$ cat src/rtl/reg_share_arbiter_if.sv
// Requester-side bundle of the shared-register arbiter: request/data in,
// grant/owner/busy/register contents out.
interface reg_share_arbiter_if #(
   parameter int N_REQ = 4,
   parameter int WIDTH = 8
);
   logic [N_REQ-1:0]         req;
   logic [N_REQ*WIDTH-1:0]   wr_data;
   logic [N_REQ-1:0]         gnt;
   logic [$clog2(N_REQ)-1:0] owner;
   logic                     busy;
   logic [WIDTH-1:0]         q;

   // Requester logic drives requests and data, observes the grant.
   modport master (
      output req, wr_data,
      input  gnt, owner, busy, q
   );

   // The arbiter samples requests and data, owns every output.
   modport slave (
      input  req, wr_data,
      output gnt, owner, busy, q
   );
endinterface

$ cat src/rtl/reg_share_arbiter.sv
// Round-robin write arbiter for one shared WIDTH-bit register. One requester
// owns the register at a time; each owner is capped at MAX_HOLD write beats
// before access is forced back through an IDLE arbitration cycle.
module reg_share_arbiter #(
   parameter int N_REQ    = 4,
   parameter int WIDTH    = 8,
   parameter int MAX_HOLD = 4
) (
   input  logic              clk,
   input  logic              rst,
   reg_share_arbiter_if.slave bus
);
   localparam int OW = (N_REQ > 1) ? $clog2(N_REQ) : 1;
   localparam int HW = (MAX_HOLD > 1) ? $clog2(MAX_HOLD) : 1;
   localparam logic [HW-1:0] HOLD_LAST = HW'(MAX_HOLD - 1);
   localparam logic [OW-1:0] LAST_INIT = OW'(N_REQ - 1);

   typedef enum logic {
      S_IDLE  = 1'b0,
      S_GRANT = 1'b1
   } state_t;

   state_t           state_reg;
   logic [OW-1:0]    last_reg;
   logic [HW-1:0]    hold_cnt_reg;
   logic [N_REQ-1:0] gnt_reg;
   logic [OW-1:0]    owner_reg;
   logic             busy_reg;
   logic [WIDTH-1:0] q_reg;

   logic [WIDTH-1:0] data_arr [N_REQ];
   logic [OW-1:0]    winner_idx;
   logic             owner_req;
   logic [WIDTH-1:0] owner_data;

   // Split the flat data bus into one word per requester.
   generate
      for (genvar gi = 0; gi < N_REQ; gi++) begin : g_data
         assign data_arr[gi] = bus.wr_data[gi*WIDTH +: WIDTH];
      end
   endgenerate

   assign owner_req  = bus.req[owner_reg];
   assign owner_data = data_arr[owner_reg];

   // Round-robin pick: first set request scanning upward from last+1, wrapping.
   always_comb begin
      int  idx;
      logic found;
      idx        = 0;
      found      = 1'b0;
      winner_idx = '0;
      for (int k = 1; k <= N_REQ; k++) begin
         idx = int'(last_reg) + k;
         if (idx >= N_REQ) idx = idx - N_REQ;
         if (!found && bus.req[idx]) begin
            winner_idx = OW'(idx);
            found      = 1'b1;
         end
      end
   end

   // Arbitration FSM; every output is a register, no input-to-output paths.
   always_ff @(posedge clk or negedge rst) begin
      if (!rst) begin
         state_reg    <= S_IDLE;
         last_reg     <= LAST_INIT;
         hold_cnt_reg <= '0;
         gnt_reg      <= '0;
         owner_reg    <= '0;
         busy_reg     <= 1'b0;
         q_reg        <= '0;
      end else begin
         case (state_reg)
            S_IDLE: begin
               if (|bus.req) begin
                  gnt_reg      <= {{(N_REQ-1){1'b0}}, 1'b1} << winner_idx;
                  owner_reg    <= winner_idx;
                  busy_reg     <= 1'b1;
                  hold_cnt_reg <= '0;
                  state_reg    <= S_GRANT;
               end
            end
            S_GRANT: begin
               // A write beat lands whenever the owner is still requesting;
               // the last allowed beat doubles as the release edge.
               if (owner_req) begin
                  q_reg <= owner_data;
               end
               if (owner_req && (hold_cnt_reg != HOLD_LAST)) begin
                  hold_cnt_reg <= hold_cnt_reg + 1'b1;
               end else begin
                  gnt_reg      <= '0;
                  busy_reg     <= 1'b0;
                  last_reg     <= owner_reg;
                  hold_cnt_reg <= '0;
                  state_reg    <= S_IDLE;
               end
            end
            default: state_reg <= S_IDLE;
         endcase
      end
   end

   assign bus.gnt   = gnt_reg;
   assign bus.owner = owner_reg;
   assign bus.busy  = busy_reg;
   assign bus.q     = q_reg;
endmodule

$ cat src/flat_wrapper.sv
// flat-port wrapper written by rule: the top's interface ports become plain ports
module reg_share_arbiter_flat 
#(
   parameter int N_REQ    = 4,
   parameter int WIDTH    = 8,
   parameter int MAX_HOLD = 4
)
  (clk, rst, bus_req, bus_wr_data, bus_gnt, bus_owner, bus_busy, bus_q);
  reg_share_arbiter_if #(.N_REQ(N_REQ), .WIDTH(WIDTH)) bus_i ();
  input  logic clk;
  input  logic rst;
  input wire logic [$bits(bus_i.req)-1:0] bus_req;
  input wire logic [$bits(bus_i.wr_data)-1:0] bus_wr_data;
  output wire logic [$bits(bus_i.gnt)-1:0] bus_gnt;
  output wire logic [$bits(bus_i.owner)-1:0] bus_owner;
  output wire logic [$bits(bus_i.busy)-1:0] bus_busy;
  output wire logic [$bits(bus_i.q)-1:0] bus_q;
  assign bus_i.req = bus_req;
  assign bus_i.wr_data = bus_wr_data;
  assign bus_gnt = bus_i.gnt;
  assign bus_owner = bus_i.owner;
  assign bus_busy = bus_i.busy;
  assign bus_q = bus_i.q;
  reg_share_arbiter #(.N_REQ(N_REQ), .WIDTH(WIDTH), .MAX_HOLD(MAX_HOLD)) u_core (.clk(clk), .rst(rst), .bus(bus_i));
endmodule
$ cat config.mk
export PLATFORM = sky130hd
export DESIGN_NAME = reg_share_arbiter_flat
export DESIGN_NICKNAME = d
export VERILOG_FILES = /design/src/rtl/reg_share_arbiter_if.sv /design/src/rtl/reg_share_arbiter.sv /design/src/flat_wrapper.sv
export SDC_FILE = /design/constraint.sdc
export NUM_CORES = 1
export LEC_CHECK = 0
export BUFFER_PORTS_ARGS = -buffer_cell sky130_fd_sc_hd__buf_2
export CORE_UTILIZATION = 40
export CTS_CLUSTER_DIAMETER = 30
export DETAILED_ROUTE_END_ITERATION = 10
export PLACE_DENSITY_LB_ADDON = 0.15
export SLEW_MARGIN = 20
export SYNTH_ARGS = -nofsm -noshare
export SYNTH_HDL_FRONTEND = slang
export SYNTH_SLANG_ARGS = --single-unit
$ cat constraint.sdc
create_clock -name clk -period 3.3 [get_ports clk]
set_clock_uncertainty 0.2 [all_clocks]
set_input_delay 0.66 -clock clk [delete_from_list [all_inputs] [get_ports clk]]
set_output_delay 0.66 -clock clk [all_outputs]
set_load 0.02 [all_outputs]
Yosys cells after proc, flatten, opt, wreduce, memory -nomap -nowiden
Index checks and enable logic that the tools add are counted.

Register bits after elaboration: 20. Input bits: 38. Output and inout port bits: 15. Word-level logic and storage cells: 85.

Add/subtract/negate cells: 9. $lt $le $gt $ge: 10. Equality and inequality tests: 3. Shift operators: 1. Mux-type cells: 40. Bitwise logic cells: 3. Reductions and logical operators: 12.

Operator list (count): 32-bit by 4-bit >= comparator with 1-bit output, second input constant (4); 32-bit by 4-bit < comparator with 1-bit output, second input constant (4); 32-bit 2-to-1 mux (4); 32-bit by 4-bit subtractor with 32-bit output, second input constant (4); 8-bit binary-select mux with 2-bit select (1); 1-bit 2-to-1 mux (16); 8-bit 2-to-1 mux (2); 2-bit 2-to-1 mux (6); 1-bit binary-select mux with 2-bit select (5); 4-bit 2-to-1 mux (2); 4-bit one-hot mux with 2 select lines (1); 2-bit AND reduction (4); 2-bit by 2-bit adder with 3-bit output, second input constant (2); 2-bit by 3-bit adder with 4-bit output, second input constant (1); 1-bit logical AND (4); 2-bit != test, second input constant (2); 1-bit one-hot mux with 2 select lines (2); 2-bit one-hot mux with 2 select lines (1); 4-bit OR reduction (1); 1-bit by 2-bit << shifter with 4-bit output, first input constant (1); 2-bit by 1-bit adder with 3-bit output, second input constant (1); 3-bit >= comparator, second input constant (1); 1-bit logical NOT (3); 2-bit by 3-bit < comparator with 1-bit output, second input constant (1); other kinds (4) (5).

Logic depth before layout (Yosys ltp)
Depth after elaboration: 19. Mapped depth: 5. Depth with buffers taken out: 5.

Worst setup path before layout
No wires, ideal clock.

Path type: input -> register. Start: input bus_req[3]. End: register u_core.q_reg[0], in the netlist u_core.bus.q[0]. Setup time: 0.125 ns. Arrival: 1.700 ns. Required time: 2.975 ns. Path slack: 1.275 ns. Cell stages on the path: 4. Cell sequence: mux4_2 -> nand2_1 -> buf_6 -> mux2_2.

Cells in the longest elaborated chain, start to end: 3.

Ends and longest elaborated chain: start: declaration (line flat_wrapper.sv:12) `input wire logic [$bits(bus_i.req)-1:0] bus_req;`; 1-bit binary-select mux with 2-bit select (line reg_share_arbiter.sv:43) `assign owner_req = bus.req[owner_reg];`; 1-bit 2-to-1 mux (implied by the code) (line reg_share_arbiter.sv:43); 2-bit AND reduction (no source line); end signal: assignment (line reg_share_arbiter.sv:88) `q_reg <= owner_data;`; end: declaration (line reg_share_arbiter.sv:29) `logic [WIDTH-1:0] q_reg;`.

No other way between the ends. The select of a mux whose other input is x is not followed. A chain may end at the register's enable or synchronous reset.

Worst setup path in the final report
Start: register u_core.owner_reg[1], in the netlist u_core.bus.owner[1]. End: register u_core.gnt_reg[2], in the netlist u_core.bus.gnt[2].

Cells in the longest elaborated chain, start to end: 5.

Ends and longest elaborated chain: start: declaration (line reg_share_arbiter.sv:27) `logic [OW-1:0] owner_reg;`; start signal: assignment (line reg_share_arbiter.sv:78) `owner_reg <= winner_idx;`; 1-bit binary-select mux with 2-bit select (line reg_share_arbiter.sv:43); 1-bit 2-to-1 mux (implied by the code) (line reg_share_arbiter.sv:43); 1-bit logical AND (line reg_share_arbiter.sv:90) `if (owner_req && (hold_cnt_reg != HOLD_LAST)) begin`; 2-bit != test (no source line); 2-bit AND reduction (no source line); end signal: assignment (line reg_share_arbiter.sv:77) `gnt_reg <= {{(N_REQ-1){1'b0}}, 1'b1} << winner_idx;`; end: declaration (line reg_share_arbiter.sv:26) `logic [N_REQ-1:0] gnt_reg;`.

No other way between the ends. The select of a mux whose other input is x is not followed.

==> results.rst <==
.. list-table::
   :header-rows: 1

   * - Metric
     - Value
   * - Mapped Nets
     - 119
   * - Via count normalized by instance count
     - 5.30
   * - Combinational family with the most area after synthesis
     - multiplexers
   * - Die Span X
     - 54.3 um
   * - R2R Setup Slk
     - 1.03 ns
   * - CP max stage delay
     - 0.66 ns
   * - Max_cap viols
     - 0
   * - Slowest stage cell on the critical path
     - dfrtp_1
   * - Leading cell type in the layout, fill and taps excluded
     - buf_2
   * - H-tree lvl count
     - 1
   * - Overall overflow remaining after global route
     - 0
   * - Number of hold-repair buffers added at the cts stage
     - 0
   * - Later-pin clock latency in the skew report
     - 0.30 ns
   * - Core footprint
     - 2520 um^2
   * - Adder and majority gate portion of the synthesized area
     - 1.15%
   * - Total routing resource utilization after global routing
     - 17.1%
   * - Seq/Total Area, Yosys
     - 46.0%
   * - Result of the run
     - finished, final reports clean
   * - Xor/xnor cell area share of the yosys netlist
     - 0%
   * - Starting Density
     - 43.3%
   * - TritonCTS clock tree
     - done
   * - TritonCTS sink count
     - 20
   * - Post-route fraction of the period consumed by the critical path
     - 68.8%
   * - Cell Area, Synth
     - 1090 um^2
   * - Number of warnings issued by yosys
     - 0
   * - Number of flip-flops in the largest register
     - 8
   * - Via count of the first global-routing pass
     - 740
   * - Worst-path clk slew
     - 0.11 ns
   * - Dpl hpwl
     - 1770 um
   * - Max Fanout on Critical Path
     - 12
   * - Post-synthesis cell count
     - 80
   * - Final-report hold violation count
     - 0
   * - Distinct cell type count after synthesis
     - 27
   * - Post-synthesis compound-gate area fraction
     - 12.6%
   * - Number of post-CTS setup repair buffers
     - 0
   * - Area grow syn2layout
     - 29.4%
   * - Remaining antenna violation count
     - 0
   * - Cell chosen for the clock root
     - clkbuf_4
   * - Leading cell types in the layout, fill and taps excluded
     - buf_2, dfrtp_1, mux2_2
   * - Largest net degree at the start of global routing
     - 21
   * - Count of cells resized by post-cts repair
     - 0
   * - Buffer levels on the longest clock path
     - 2
   * - Setup repair after global routing missed its margin
     - no
   * - Mux contribution to synthesized area
     - 30.8%
   * - Number of top-level pins
     - 53
   * - Antenna violations before repair
     - 0
   * - 1st-iter DRT viols
     - 5
   * - Worst endpoint required time
     - 3.29 ns
   * - Total wirelength of the detailed-routed design
     - 2260 um
   * - Cell area power density
     - 930 nW/um^2
   * - Wire length of the first global-routing pass
     - 3490 um
   * - Leakage power of the design
     - 0.680 nW
   * - Total CTS buffers
     - 3
   * - Min-delay worst type
     - input port to asynchronous set/reset pin
   * - Mean routed wirelength per cell
     - 13.8 um
   * - Simple-gate share of the synthesized area
     - 6.19%
   * - Worst endpoint data arrival time
     - 2.26 ns
   * - Least-Margin Pin Slew
     - 0.553 ns
   * - Row Count
     - 18
   * - Synthesized flop and latch total
     - 20
   * - Startpoint types
     - register
   * - Final design utilization
     - 56.1%
   * - Number of remaining DRC errors
     - 0
   * - Vias
     - 870
   * - Worst slew margin relative to its limit
     - 62.9%
   * - DRT Pass-1 Iters
     - 4
   * - Diodes inserted
     - 0
   * - NumNets Final
     - 174
   * - Hold WS
     - 0.0872 ns
   * - Worst vdd ir
     - 0.000652 V
   * - Highest clock frequency the design can meet
     - 441 MHz
   * - Share of final-layout standard cells stronger than drive strength 1
     - 61.9%
   * - Pins over their slew limit
     - 0
   * - Fin crit period
     - 2.27 ns
   * - Total of endpoints with negative setup slack in the final report
     - 0
   * - Post-Syn Area per Cell
     - 13.7 um^2
   * - Buffers on Ports
     - 52
   * - Die outline height
     - 54.3 um
   * - CP Capture Type
     - register
   * - CP Cell Sequence
     - mux4_2 -> nand2_1 -> o21bai_1 -> a22o_1
   * - Total Die Area
     - 2940 um^2
   * - Sum Neg Setup Slack
     - 0 ns
   * - Category of the critical setup timing path
     - register to register
   * - Gpl congestion
     - 0.829
layout make-up:
cell class / instances / area, um^2
Clock buffer: 4 / 36.3
Fill cell: 233 / 1110
Inverter: 4 / 15.0
Multi-Input combinational cell: 53 / 554
Sequential cell: 20 / 503
Tap cell: 30 / 37.5
Timing Repair Buffer: 53 / 268
path summary, 6_finish.rpt:
kind | from | to | cells after the start
max | u_core.bus.owner[1] | u_core.bus.gnt[2] | 4
min | rst | u_core.bus.q[0] | 1
max reg2reg | u_core.bus.owner[1] | u_core.bus.gnt[2] | 4
min reg2reg | u_core.bus.gnt[3] | u_core.bus.gnt[3] | 1
max in group asynchronous | rst | u_core.last_reg[0] | 1
min in group clk | u_core.bus.gnt[3] | u_core.bus.gnt[3] | 1
cells in the mapped netlist (all sizes together):
library cell / count / area share [%]
a22o: 3 / 2.4
a211oi: 1 / 0.69
o2bb2ai: 2 / 1.6
dfrtp: 18 / 41
a21bo: 1 / 0.92
mux4: 9 / 19
o21ai: 4 / 1.8
nor2: 5 / 1.9
buf: 2 / 1.5
and2b: 1 / 0.69
a21boi: 1 / 1.0
nand2b: 2 / 1.1
inv: 4 / 1.4
nand2: 2 / 0.69
mux2: 11 / 11
o21bai: 1 / 0.69
nor4: 2 / 1.7
ha: 1 / 1.1
dfstp: 2 / 4.8
mux2i: 1 / 0.92
o22ai: 3 / 1.7
a211o: 1 / 0.80
clkbuf: 1 / 0.34
a21oi: 2 / 0.92
report_power, final:
part           leakage, nW  internal (W)  switching, W  total, W
Clock               0.0210     0.0000673     0.0000730  0.000140
Combinational        0.419      0.000351      0.000343  0.000693
Sequential           0.240      0.000377      0.000104  0.000481
Total                0.680      0.000795      0.000520   0.00131
routing by layer:
layer	routed length [um]	global-route usage [%]	vias to the layer above
li1	-	-	414
met1	1010	23.5	426
met2	1110	26.4	28
met3	128	5.28	2
met4	12	3.85	0
met5	0	0	-
critical path: cells and delay by family, from the launching register on:
family | cells | cell delay, ns
flops | 1 | 0.66
compound gates | 2 | 0.50
simple gates | 1 | 0.39
mux | 1 | 0.41
through the flow:
stage | total power, W | std cells | worst slack (ns) | area [um^2]
2_1_floorplan | 0.000996 | 80 | 1.28 | 1090
3_3_place_gp | 0.00117 | 160 | 0.861 | 1380
3_5_place_dp | 0.00119 | 160 | 0.780 | 1380
4_1_cts | 0.00133 | 164 | 0.990 | 1410
5_1_grt | 0.00141 | 164 | 0.870 | 1410
6_report | 0.00131 | 164 | 1.03 | 1410
cell families (layout without fill, tap and decap cells):
family	Yosys count	after routing
compound gates	19	19
fa+ha+maj	1	1
buf+inv	7	61
flops	20	20
mux	21	21
simple gates	12	12
Note: power is estimated with default switching activity, not from simulation.
